[config.mk]
export PLATFORM = sky130hd
export DESIGN_NAME = av2_decode_sequencer
export DESIGN_NICKNAME = d
export VERILOG_FILES = /design/src/rtl/av2_decode_sequencer.sv
export SDC_FILE = /design/constraint.sdc
export NUM_CORES = 1
export LEC_CHECK = 0
export CAP_MARGIN = 40
export CORE_MARGIN = 4
export CORE_UTILIZATION = 55
export CTS_BUF_LIST = sky130_fd_sc_hd__clkbuf_8 sky130_fd_sc_hd__clkbuf_16
export CTS_CLUSTER_SIZE = 28
export DETAILED_ROUTE_END_ITERATION = 16
export PLACE_DENSITY = 0.78
export SKIP_CTS_REPAIR_TIMING = 1
export SYNTH_ARGS = -nofsm -noshare
export SYNTH_HDL_FRONTEND = slang
export SYNTH_SLANG_ARGS = --single-unit
[constraint.sdc]
create_clock -name clk -period 3.8 [get_ports clk]
set_clock_uncertainty 0.2 [all_clocks]
set_input_delay 0.76 -clock clk [delete_from_list [all_inputs] [get_ports clk]]
set_output_delay 0.76 -clock clk [all_outputs]
set_load 0.1 [all_outputs]
[src/rtl/av2_decode_sequencer.sv]
// av2_decode_sequencer: frame-level control for the shared AV2 decode datapath.
// Grants one of NUM_CH input channels round-robin, walks the frame job through
// OBU parse, header parse, tile decode and output phases with a per-phase
// watchdog, and exposes ID/control/status/interrupt and per-channel counters
// through a simple strobe-based register port.
module av2_decode_sequencer #(
    parameter int NUM_CH          = 4,
    parameter int TIMEOUT_W       = 24,
    parameter int TIMEOUT_DEFAULT = 1000000,
    localparam int CH_W           = (NUM_CH > 1) ? $clog2(NUM_CH) : 1
) (
    input  logic              clk,
    input  logic              rst_n,
    input  logic [NUM_CH-1:0] ch_req,
    output logic [NUM_CH-1:0] ch_grant,
    output logic [CH_W-1:0]   ch_sel,
    input  logic              obu_valid,
    input  logic [3:0]        obu_type,
    input  logic              hdr_valid,
    output logic              tile_start,
    input  logic              tile_done,
    output logic              out_start,
    input  logic              out_done,
    output logic              obu_ready,
    output logic              busy,
    input  logic [15:0]       reg_addr,
    input  logic [31:0]       reg_wdata,
    input  logic              reg_wr_en,
    input  logic              reg_rd_en,
    output logic [31:0]       reg_rdata,
    output logic              reg_ready,
    output logic              irq_frame_done,
    output logic              irq_error
);

    localparam logic [31:0] ID_VALUE = 32'h4156_3201;

    typedef enum logic [2:0] {
        IDLE         = 3'd0,
        PARSE_OBU    = 3'd1,
        PARSE_HEADER = 3'd2,
        DECODE_TILES = 3'd3,
        OUTPUT       = 3'd4,
        ERROR        = 3'd7
    } state_t;

    state_t                state;
    state_t                state_nxt;
    logic [CH_W-1:0]       last_grant;
    logic [CH_W-1:0]       rr_idx;
    logic                  rr_found;
    logic [NUM_CH-1:0]     eligible;
    logic [TIMEOUT_W-1:0]  wd_cnt;
    logic                  wd_expired;
    logic                  frame_set;
    logic                  err_set;

    logic [NUM_CH-1:0]     ch_enable;
    logic [1:0]            irq_status;
    logic [1:0]            irq_mask;
    logic [1:0]            irq_set;
    logic [1:0]            irq_clr;
    logic [TIMEOUT_W-1:0]  timeout_reg;
    logic [31:0]           frames_decoded [NUM_CH];
    logic [31:0]           error_count    [NUM_CH];

    logic [15:0]           ch_off;
    logic                  ch_hit;
    logic [CH_W-1:0]       ch_idx;
    logic [31:0]           rd_val;
    logic                  unused_wdata;

    assign eligible   = ch_req & ch_enable;
    // Expiry is judged on the count the counter is about to reach, so a phase
    // entered at edge E0 errors out at edge E0+TIMEOUT.
    assign wd_expired = (timeout_reg != '0) && ((wd_cnt + TIMEOUT_W'(1)) == timeout_reg);
    assign frame_set  = (state == OUTPUT) && out_done;
    assign err_set    = (state == ERROR);
    assign irq_set    = {err_set, frame_set};
    assign irq_clr    = (reg_wr_en && reg_addr == 16'h000C) ? reg_wdata[1:0] : 2'b00;

    assign irq_frame_done = irq_status[0] & irq_mask[0];
    assign irq_error      = irq_status[1] & irq_mask[1];

    assign ch_off       = reg_addr - 16'h0100;
    assign ch_hit       = (reg_addr >= 16'h0100) && (ch_off < 16'(8 * NUM_CH)) && (ch_off[1:0] == 2'b00);
    assign ch_idx       = ch_off[CH_W+2:3];
    assign unused_wdata = ^reg_wdata;

    // Round-robin search starting one past the last granted channel.
    always_comb begin
        rr_found = 1'b0;
        rr_idx   = '0;
        for (int k = 1; k <= NUM_CH; k++) begin
            if (!rr_found && eligible[(int'(last_grant) + k) % NUM_CH]) begin
                rr_found = 1'b1;
                rr_idx   = CH_W'((int'(last_grant) + k) % NUM_CH);
            end
        end
    end

    // Next-state logic; a completing input beats a same-cycle watchdog expiry.
    always_comb begin
        state_nxt = state;
        obu_ready = 1'b0;
        case (state)
            IDLE: begin
                if (rr_found) state_nxt = PARSE_OBU;
            end
            PARSE_OBU: begin
                obu_ready = 1'b1;
                if (obu_valid) begin
                    case (obu_type)
                        4'd3:    state_nxt = PARSE_HEADER;
                        4'd6:    state_nxt = DECODE_TILES;
                        default: state_nxt = IDLE;
                    endcase
                end else if (wd_expired) begin
                    state_nxt = ERROR;
                end
            end
            PARSE_HEADER: begin
                if (hdr_valid)       state_nxt = DECODE_TILES;
                else if (wd_expired) state_nxt = ERROR;
            end
            DECODE_TILES: begin
                if (tile_done)       state_nxt = OUTPUT;
                else if (wd_expired) state_nxt = ERROR;
            end
            OUTPUT: begin
                if (out_done)        state_nxt = IDLE;
                else if (wd_expired) state_nxt = ERROR;
            end
            ERROR:   state_nxt = IDLE;
            default: state_nxt = IDLE;
        endcase
    end

    // State register, grant ownership, start pulses and watchdog counter.
    always_ff @(posedge clk) begin
        if (!rst_n) begin
            state      <= IDLE;
            ch_grant   <= '0;
            ch_sel     <= '0;
            last_grant <= CH_W'(NUM_CH - 1);
            busy       <= 1'b0;
            tile_start <= 1'b0;
            out_start  <= 1'b0;
            wd_cnt     <= '0;
        end else begin
            state      <= state_nxt;
            busy       <= (state_nxt != IDLE);
            tile_start <= (state_nxt == DECODE_TILES) && (state != DECODE_TILES);
            out_start  <= (state_nxt == OUTPUT) && (state != OUTPUT);
            if (state == IDLE && state_nxt == PARSE_OBU) begin
                ch_grant   <= NUM_CH'(1) << rr_idx;
                ch_sel     <= rr_idx;
                last_grant <= rr_idx;
            end else if (state_nxt == IDLE) begin
                ch_grant <= '0;
            end
            if (state_nxt != state) begin
                wd_cnt <= '0;
            end else if (state != IDLE && state != ERROR) begin
                wd_cnt <= wd_cnt + TIMEOUT_W'(1);
            end
        end
    end

    // Per-channel frame and error counters, charged to the owning channel.
    always_ff @(posedge clk) begin
        if (!rst_n) begin
            for (int i = 0; i < NUM_CH; i++) begin
                frames_decoded[i] <= '0;
                error_count[i]    <= '0;
            end
        end else begin
            if (frame_set) frames_decoded[ch_sel] <= frames_decoded[ch_sel] + 32'd1;
            if (err_set)   error_count[ch_sel]    <= error_count[ch_sel] + 32'd1;
        end
    end

    // Writable registers; a hardware interrupt set overrides a same-cycle clear.
    always_ff @(posedge clk) begin
        if (!rst_n) begin
            ch_enable   <= '1;
            irq_status  <= 2'b00;
            irq_mask    <= 2'b11;
            timeout_reg <= TIMEOUT_W'(TIMEOUT_DEFAULT);
        end else begin
            irq_status <= (irq_status & ~irq_clr) | irq_set;
            if (reg_wr_en) begin
                case (reg_addr)
                    16'h0004: ch_enable   <= reg_wdata[NUM_CH-1:0];
                    16'h0010: irq_mask    <= reg_wdata[1:0];
                    16'h0014: timeout_reg <= reg_wdata[TIMEOUT_W-1:0];
                    default: ;
                endcase
            end
        end
    end

    // Read mux over current (pre-write) register values.
    always_comb begin
        rd_val = 32'hDEAD_BEEF;
        case (reg_addr)
            16'h0000: rd_val = ID_VALUE;
            16'h0004: begin
                rd_val                 = '0;
                rd_val[NUM_CH-1:0]     = ch_enable;
            end
            16'h0008: rd_val = {16'd0, 8'(ch_sel), 1'b0, state, 3'b000, busy};
            16'h000C: rd_val = {30'd0, irq_status};
            16'h0010: rd_val = {30'd0, irq_mask};
            16'h0014: begin
                rd_val                 = '0;
                rd_val[TIMEOUT_W-1:0]  = timeout_reg;
            end
            default: begin
                if (ch_hit) rd_val = ch_off[2] ? error_count[ch_idx] : frames_decoded[ch_idx];
            end
        endcase
    end

    // Register port acknowledge and read data, one cycle after each strobe.
    always_ff @(posedge clk) begin
        if (!rst_n) begin
            reg_ready <= 1'b0;
            reg_rdata <= '0;
        end else begin
            reg_ready <= reg_rd_en | reg_wr_en;
            reg_rdata <= reg_rd_en ? rd_val : 32'd0;
        end
    end

endmodule

# == Yosys cells after proc, flatten, opt, wreduce, memory -nomap -nowiden ==
# Memories as Yosys holds them, arrays and structs flattened. A register that Yosys moved wholly into a read port is not among the register bits.
# Index checks and enable logic that the tools add are counted.
# word_totals
register_bits,103
latchBits,0
ram_bits,256
mem_bits_ro,0
inputBits,64
out_inout_bits,45
word_cells,149
n_memories,2
# mem_list
name,words,width,read_ports,rd_ports_with_merged_regs,wr,line_no,rtl
error_count,4,32,2,1,4,65,logic [31:0] error_count [NUM_CH];
frames_decoded,4,32,2,1,4,64,logic [31:0] frames_decoded [NUM_CH];
# classes
addsub,8
mul,0
div,0
magnitude_cmp,6
n_eq_ne,20
shift,1
mux,52
bitwise,12
n_reduce_logical,34
# ops
op,n
$pmux 32 s6,1
$mux 32,4
$add 32x1->32 const B,2
$reduce_or 32->1,2
$eq 16x4->1 const B,2
$eq 16x5->1 const B,2
$add 24x1->24 const B,1
$eq 24x24->1,1
$reduce_bool 24->1,1
$mux 1,22
$mux 2,11
$mux 3,6
$eq 16x3->1 const B,1
$ge 16x9->1 const B,1
$logic_not 16->1,1
$lt 16x6->1 const B,1
$lt 3x4->1 const B,4
$sub 16x9->16 const B,1
$pmux 3 s5,1
$logic_and 1x1->1,12
$reduce_or 2->1,5
$eq 3x2->1 const B,3
$eq 3x3->1 const B,3
$bmux 1 s2,4
other kinds (25),41

# == Logic depth before layout (Yosys ltp) ==
# logic_depth
word_depth,22
mapped_depth,11

# == Worst setup path before layout ==
# No wires, ideal clock.
# synth_timing
path_kind,register to register
from,register ch_sel[1]
to,memory frames_decoded[2][0] (enable)
setup_ns,0.389
arrival_ns,2.820
t_required_ns,3.211
path_slack_ns,0.391
path_stages_with_launch,6
synth_period_minus_slack_ns,3.409
cell_sequence,dfxtp_1 -> inv_1 -> or3_2 -> buf_6 -> clkbuf_1 -> nand2_1
# synth_lines
item,line_no,rtl
from (decl),16,"output logic [CH_W-1:0] ch_sel,"
from (signal assigned),157,ch_sel <= rr_idx;
to (decl),64,

==> impl_results.md <==
- R2R Path End: error_count[0][21]
- First-pass GRT wire length: ~80000 um
- Overflow after GRT: 0
- Final Setup Violations: 0
- Non-Filler Instances: between 2000 and 2500
- Worst min path class: flip-flop to flip-flop
- Post-synthesis register bit count: 361
- Die H: 194 um
- Bufs and invs on worst path: 1
- Maxcap violations: 0
- Min Hold Slack: 266 ps
- Period utilization: 0.922
- Fill cell count: 2515
- # diodes: 0
- Dpl ws: between 300 and 400 ps
- Main synth FF type: edfxtp_1
- Number of synthesized flops with an enable pin: about 260
- Row count: 68
- Initial drt markers: 1473
- CP arrival: around 3600 ps
- Tot GR Track Use: 0.276
- DR vias/cell: ~6.4
- Worst Tran Pin Value: 742 ps
- Most frequent cell after synthesis: nor2_1
- Crit path cell chain: buf_12 -> mux4_1 -> nand4_1 -> or2_1 -> or3_1 -> nor2_1 -> xnor2_1 -> nor2_1
- WL final: 53000 um
- Met3 Use GR: 0.0501
- Area delta synth->final: 17.6%
- Post-Synthesis Cells: 1597
- Number of remaining DRC errors: 0
- Distinct cells, synth: 79
- Sequential share of the synthesized area: 0.512
- Post-Synthesis Cell Area: 19100 um^2
- DP HPWL: 35100 um
- Final Slew Violations: 0
- Status: finished clean
- Leading area contributor after synthesis: edfxtp_1
- CP top delay family: simple AND/OR/NAND/NOR gates
- Pwr dens: 423 nW/um^2
- Final WS setup: 296 ps
- Final worst path period need: 3500 ps
- Vias in the first global route: 14200
- Share of layout cells above drive strength 1: 0.174
- Final Hold Viols: 0
- CTS Root Cell: clkbuf_16
- H-tree depth: 2
- PortBufs: 100
- Overall power: between 9 and 10 mW
- Initial antenna violation count: 0
- Clock transition at path regs: 60 ps
- Grt met2 use: 0.462
- Cell mode on critical path: nor2_1
- Clock tree from TritonCTS: built
- Peak supply drop: 409 uV
- Worst Path Max Fanout: 23
- Post-synth top area share: 0.402
- Vias: ~14000
- Post-synthesis async set-or-reset flop share: 0
- Die width: 194 um
- Worst hold start: ch_grant[0]
- DP Cell Count: 2143
- Critical path launch point type: flip-flop
- Setup TNS Final: 0 ps
- CORE AREA: 34500 um^2
- Total clock sinks: 361
- Die area: 37800 um^2
- Setup CP Type: flip-flop to flip-flop
- Syn nets: roughly 1700
- Pre-antenna DRT Iters: 8
- Clock Latency Late Sink: between 500 and 600 ps
- Syn_area_per_cell: 12.0 um^2
- Leak Pwr: between 8 and 9 nW
- DRT antenna net count: 0
- Gpl congestion: 0.914
- Worst hold endpoint: ch_grant[0]
- Most Crowded Layer GR: met2
- Synth top cells by count: 306 x nor2_1, 256 x edfxtp_1, 136 x nand2_1
- Critical path's slowest cell: dfxtp_4
- Fmax: 285 MHz
- R2R Setup Slk: about 300 ps
- Ranking of synthesized cells by area: edfxtp_1 40%, dfxtp_1 11%, mux4_2 10%
- # nets final: 1796
- Initial Util: 0.555
- Slew HR: 0.504
- Largest net degree at the start of global routing: 39
- CP peak stage delay: 650 ps
- # IOs: 109
- Worst reg-to-reg path cell count: 8
- WHS Path Cells: 2
- CP Capture Type: flip-flop
- Crit path required time: approximately 3900 ps
- Regs by FF count: error_count x128, frames_decoded x128, reg_rdata x32
- Clock Path Buffers: 3
- RSZ-0062 raised after global routing: no
- Avg WL per Cell: between 20 and 25 um
- Yosys warning total: 0
- Met1 Usage GRT: 0.369
- TritonCTS Buffers: 39
[cell usage in the layout (no fill, tap or decap), types with 8 or more instances in the layout]
cell type / Yosys / final
nor2_1: 306 / 305
edfxtp_1: 256 / 256
nand2_1: 136 / 136
dfxtp_1: 105 / 103
clkdlybuf4s50_1: 0 / 91
mux4_2: 88 / 88
xnor2_1: 63 / 63
buf_4: 1 / 60
a21oi_1: 59 / 59
inv_1: 40 / 48
xor2_1: 48 / 48
nand3_1: 47 / 47
clkbuf_16: 0 / 41
mux2i_1: 40 / 40
mux4_1: 38 / 38
nand4_1: 35 / 35
buf_8: 1 / 35
nor4_1: 30 / 30
a211oi_1: 19 / 19
o21ai_0: 18 / 18
nor3_1: 17 / 17
and3_1: 16 / 16
clkinv_2: 0 / 11
nor4_2: 10 / 10
buf_12: 1 / 8
[cell families (layout without fill, tap and decap cells)]
| group | count (synthesis) | count (layout) | synth area share |
|---|---|---|---|
| AO/OA/AOI/OAI | 140 | 140 | 0.0472 |
| XOR/XNOR | 111 | 111 | 0.0508 |
| adder cells (fa/ha/maj) | 3 | 3 | 0.00196 |
| buffers and inverters | 150 | 312 | 0.0421 |
| flip-flops | 361 | 361 | 0.512 |
| multiplexers | 173 | 173 | 0.182 |
| AND/OR/NAND/NOR | 659 | 659 | 0.164 |
[report_power, final]
part           total, mW  internal [mW]  leakage [nW]  switching, mW
combinational       1.36          0.563          4.02          0.797
clock               3.73           2.16         0.657           1.56
sequential          4.43           4.33          3.50          0.102
total               9.52           7.05          8.18           2.46
[worst max-delay path by stage]
stage	start	end	slack [ps]	cells after the start
2_1_floorplan	ch_sel[1]	frames_decoded[2][0]	390	5
3_3_place_gp	wd_cnt[0]	wd_cnt[5]	380	11
3_5_place_dp	flip-flop	frames_decoded[0][24]	360	9
4_1_cts	flip-flop	frames_decoded[0][24]	340	9
5_1_grt	wd_cnt[0]	wd_cnt[2]	150	11
6_report	flip-flop	error_count[0][21]	300	8
[metrics by stage]
stage               utilization  area (um^2)
floorplan                     -        19100
global placement          0.597        20600
detailed placement        0.616        21200
CTS                       0.653        22500
global route              0.653        22500
finish                    0.653        22500
[final cells by class]
cell class	instances	area, um^2	area share
flip-flops and latches	361	9790	0.435
clock inverters	26	170	0.00756
inverters	40	150	0.00667
multi-input cells	1086	8530	0.379
clock buffers	45	1080	0.0481
repair buffers	201	2190	0.0976
well taps	455	569	0.0253
[tightest hold or removal path: stages (launching register included)]
cell and delay [ps]:
dfxtp_1 330, nand2_1 50, o21ai_0 60
[metal layers]
metal | routed length [um] | vias to the layer above
met5 | 0 | -
met4 | 1780 | 0
met3 | 5450 | 154
met2 | 26000 | 845
met1 | 19700 | 6982
li1 | - | 6203
Note: power is estimated with default switching activity, not from simulation.
